## config.mk

```make
export PLATFORM = sky130hd
export DESIGN_NAME = acumulador_bloco
export DESIGN_NICKNAME = d
export VERILOG_FILES = /design/src/rtl/acumulador_bloco.sv
export SDC_FILE = /design/constraint.sdc
export NUM_CORES = 1
export LEC_CHECK = 0
export ABC_AREA = 1
export BUFFER_PORTS_ARGS = -buffer_cell sky130_fd_sc_hd__buf_2
export CORE_ASPECT_RATIO = 0.5
export CORE_MARGIN = 5
export CORE_UTILIZATION = 45
export CTS_CLUSTER_DIAMETER = 60
export CTS_CLUSTER_SIZE = 24
export DETAILED_ROUTE_END_ITERATION = 16
export PLACE_DENSITY_LB_ADDON = 0.15
export REMOVE_ABC_BUFFERS = 1
export SYNTH_ARGS = -nofsm -noshare
export SYNTH_HDL_FRONTEND = slang
export SYNTH_SLANG_ARGS = --single-unit
```

## constraint.sdc

```tcl
create_clock -name clock -period 2.4 [get_ports clock]
set_clock_uncertainty 0.15 [all_clocks]
set_input_delay 0.36 -clock clock [delete_from_list [all_inputs] [get_ports clock]]
set_output_delay 0.36 -clock clock [all_outputs]
set_load 0.005 [all_outputs]
```

## src/rtl/acumulador_bloco.sv

```systemverilog
// Block accumulator: sums COUNT samples from the upstream adder and presents the total
// on a valid/ready port. Optional macro ACUM_SATURATE_EN clamps the total instead of wrapping.
module acumulador_bloco #(
    parameter int WIDTH = 44,
    parameter int COUNT = 8,
    parameter int CNT_W = 4
) (
    input  logic             clock,
    input  logic             reset_n,
    input  logic             clear,
    input  logic             in_valid,
    input  logic [WIDTH-1:0] in_data,
    output logic             in_ready,
    output logic             out_valid,
    output logic [WIDTH-1:0] out_data,
    input  logic             out_ready,
    output logic             overflow,
    output logic [CNT_W-1:0] count
);

    typedef enum logic {ACC = 1'b0, DONE = 1'b1} state_t;

    localparam logic [CNT_W-1:0] LAST = CNT_W'(COUNT - 1);

    state_t           state, state_nxt;
    logic [WIDTH-1:0] acc, acc_nxt;
    logic             ovf, ovf_nxt;
    logic [CNT_W-1:0] cnt, cnt_nxt;
    logic [WIDTH:0]   sum;
    logic [WIDTH-1:0] acc_add;
    logic             accept, take, last;

    // FSM: state register
    always_ff @(posedge clock or negedge reset_n) begin
        if (!reset_n) state <= ACC;
        else          state <= state_nxt;
    end

    // FSM: next state; clear overrides both the final accept and the output handshake
    always_comb begin
        state_nxt = state;
        if (clear) begin
            state_nxt = ACC;
        end else begin
            case (state)
                ACC:     if (accept && last) state_nxt = DONE;
                DONE:    if (take)           state_nxt = ACC;
                default: state_nxt = ACC;
            endcase
        end
    end

    // FSM: outputs
    always_comb begin
        in_ready  = (state == ACC) && !clear;
        out_valid = (state == DONE);
    end

    assign accept = in_valid && in_ready;
    assign take   = out_valid && out_ready;
    assign last   = (cnt == LAST);
    assign sum    = {1'b0, acc} + {1'b0, in_data};

`ifdef ACUM_SATURATE_EN
    // A saturated acc stays all-ones: any further nonzero add carries again.
    assign acc_add = sum[WIDTH] ? {WIDTH{1'b1}} : sum[WIDTH-1:0];
`else
    assign acc_add = sum[WIDTH-1:0];
`endif

    always_comb begin
        acc_nxt = acc;
        ovf_nxt = ovf;
        cnt_nxt = cnt;
        if (clear) begin
            acc_nxt = '0;
            ovf_nxt = 1'b0;
            cnt_nxt = '0;
        end else if (accept) begin
            acc_nxt = acc_add;
            ovf_nxt = ovf | sum[WIDTH];
            cnt_nxt = last ? '0 : cnt + CNT_W'(1);
        end else if (take) begin
            acc_nxt = '0;
            ovf_nxt = 1'b0;
        end
    end

    always_ff @(posedge clock or negedge reset_n) begin
        if (!reset_n) begin
            acc <= '0;
            ovf <= 1'b0;
            cnt <= '0;
        end else begin
            acc <= acc_nxt;
            ovf <= ovf_nxt;
            cnt <= cnt_nxt;
        end
    end

    assign out_data = acc;
    assign overflow = ovf;
    assign count    = cnt;

endmodule

```

==> results.toml <==
[cells_and_area]
fill_cells = 1262
multiInputGateArea_sq_um = 3692
drive_gt1_share_pct = 18.02
area_growth_pct = 18.39
regArea_sq_um = 1251
nNetsFinal = 1176
final_area_sq_um = 6638
stdcell_count = 1247
diodes = 0

[floorplan]
ioPinCount = 100
fp.dieW_microns = 167.9
fp.coreArea_sq_um = 12020
die_y_microns = 88.93
start_util_pct = 46.66
fp.dieArea_sq_um = 14930
num_rows = 28

[pwr]
combPwrFrac_pct = 56.5
intPower_w = 0.002314
p_sw_share_pct = 47.75
seq_power_share_pct = 25.7
powerDensity_nw_per_um2 = 667.1
vdd.ir_drop.worst_v = 0.0003264
p_leak_nw = 3.941
p_switching_w = 0.002114
clock_power_share_pct = 17.7

[worst_setup_path]
rrSetupSlack_ns = 0.14
ff2ff_path_depth = 11
cp_data_arrival_time_ns = 2.30
r2r_start = "out_data[0]"
worstSetupEndpointType = "register"
timing.rr.end = "out_data[36]"
critPathMaxFanout = 4
startpoint_type = "register"
crit_type = "reg2reg"
worstPathRequired_ns = 2.44

[route]
wl_mm = 19.15
wl_met1_mm = 9.857
wl_per_cell_microns = 15.36
vias = 6134
highest_layer = "met4"
drtPass1Iterations = 5
via_per_inst = 4.919
drt_iter0_drc = 484
dr_wl_met2_mm = 7.805
drc = 0
ant_nets = 0
wl_met3_mm = 1.311

[synth]
synth-simple-area-share_pct = 43.49
ys_seq_area_share_pct = 22.32
synth.distinct_cells = 32
synth-xor-area-share_pct = 1.094
synth_edf_count = 0
synth_area_leaders = "nand2_1, dfrtp_1, inv_1, ha_1, a21oi_1"
synth_top_area_share_pct = 25.98
synthTopCellsByCount = "nand2_1, inv_1, nor2_1"
synth_area_sq_um = 5607
synth_compound_area_share_pct = 9.529
synth_top_cell_by_area = "nand2_1"
yosys_most_used_dff = "dfrtp_1"
yosys.cell_count.top_type = "nand2_1"
async_reset_ff_share_pct = 100.0
syn-mean-instance-area_sq_um = 5.810
post_synth_inst_count = 965
ys_ff_latch = 50
synth_top_family_by_area = "simple AND/OR/NAND/NOR gates"
ys_warn_count = 0
synth_mux_area_share_pct = 0
synth_fa_ha_area_share_pct = 10.40

[place]
gp_congestion = 0.9900
dp_cells = 1238
port_buffers = 99
hpwl_mm = 15.82
placed_cell_area_sq_um = 6401

[worst_hold_path]
hold_path_startpoint = "clear"
hp-class = "in2reg"
min_to = "count[2]"
hold_path_depth = 2

[timing]
slew_headroom_pct = 42.89
worst_pin_slew_ns = 0.8547
slew_viol_final = 0
rsz0062_at_grt = "no"
fmax_ghz = 0.4417
min_period_ns = 2.264
finalHoldViolCount = 0
finalSetupViolCount = 0
fin_crit_sh_pct = 94.33

[cts]
numCtsBuffers = 5
path_clk_slew_ns = 0.08
cts-root-buf = "clkbuf_16"
cts_tree = "yes"
cts.path.max_buffers = 2
cts.sinks = 50
htreeDepth = 2
clkLatencyLatePin_ns = 0.30
postCtsSetupBuffers = 0

[run_status]
outcome = "finished, final reports clean"

[grt]
grt_util_all_layers_pct = 26.08
antenna_found_initial = 0
grt_pass1_vias = 5865
grt_overflow = 0
grt_max_degree = 31
grt_pass1_wl_mm = 30.86

[run]
cap_violations = 0
==> sequential cells by signal, summed over array words and instances (netlist names) <==
signal,cells
out_valid,1
overflow,1
out_data,44
count,4
==> what timing repair did <==
| item | 4_1_cts | 5_1_grt |
|---|---|---|
| gates resized for setup | 1 | 18 |
| hold endpoints to repair | 20 | 0 |
| setup endpoints to repair | 1 | 11 |
| pin swaps | 0 | 0 |
| hold buffers | 1 | 0 |
==> worst max-delay path, stage by stage, from the launching register on <==
cell and delay, ns:
dfrtp_1 0.40, ha_2 0.22, fa_2 0.38, nand2_1 0.10, nand3_1 0.08, and2_1 0.19
nand2_1 0.09, nand3_2 0.15, nand2_2 0.11, nand3_1 0.07, nand3_1 0.14, nand2_1 0.06
==> layout make-up <==
type	count	share of cell area, %
inverter	182	10.29
timing repair buffer	118	9.840
sequential	50	18.85
clock inverter	2	0.1885
multi-input combinational	724	55.63
clock buffer	6	2.092
tap	165	3.110
==> metal layers <==
metal / GRT usage [%] / vias up
met5: 0 / -
met3: 4.284 / 18
met2: 40.61 / 179
met1: 38.96 / 2740
met4: 4.050 / 0
li1: - / 3197
==> how the worst max path moves through the flow <==
stage	start	endpoint	slack (ns)
6_report	out_data[0]	out_data[36]	0.14
5_1_grt	out_data[18]	out_data[36]	0.00003
4_1_cts	out_data[0]	out_data[36]	0.03
3_5_place_dp	in_data[0]	out_data[24]	-0.08
3_3_place_gp	in_data[0]	out_data[24]	-0.07
2_1_floorplan	out_valid	out_data[0]	0.08
==> cells in the final DEF, fill, tap and decap left out, types with 3 or more instances in the layout <==
master / n
nand3b_1: 5
dfrtp_1: 50
ha_1: 39
nor2_2: 25
nor2_4: 4
inv_2: 8
clkbuf_16: 5
buf_2: 99
ha_2: 3
o21bai_1: 8
ha_4: 3
nand2_1: 388
nand2_2: 12
nand4_1: 7
nor3_1: 5
nor2_1: 58
buf_4: 17
inv_1: 174
and2_1: 5
xnor2_1: 6
o21ai_0: 26
a21oi_1: 49
nand3_1: 47
o21ai_1: 11
nand3_2: 9
==> cell families (layout without fill, tap and decap cells) <==
| family | Yosys count | after routing |
|---|---|---|
| and+or+nand+nor | 571 | 571 |
| xor gates and xnor gates | 7 | 7 |
| AOI/OAI and AO/OA | 100 | 100 |
| DFF | 50 | 50 |
| buffers and inverters | 191 | 308 |
| adders and majority gates | 46 | 46 |
==> metrics by stage <==
stage | setup TNS (ns) | power (W) | hold slack [ns] | setup WS [ns] | utilization, %
2_1_floorplan | 0 | 0.002724 | -0.08559 | 0.07690 | -
3_3_place_gp | -0.08011 | 0.003568 | 0.2373 | -0.07174 | 53.27
3_5_place_dp | -0.1093 | 0.003584 | 0.2456 | -0.07664 | 53.27
4_1_cts | 0 | 0.004382 | 0.1035 | 0.03297 | 54.61
5_1_grt | 0 | 0.004808 | 0.1148 | 0.00003086 | 55.24
6_report | 0 | 0.004428 | 0.1072 | 0.1360 | 55.24
==> power groups by stage <==
stage	logic [W]	registers (W)	clock network, W
after CTS	0.00245	0.00114	0.000799
after global placement	0.00242	0.00114	0
after detailed placement	0.00244	0.00115	0
after floorplan	0.00158	0.00114	0
final	0.00250	0.00114	0.000786
after global routing	0.00282	0.00116	0.000831
Note: power is estimated with default switching activity, not from simulation.
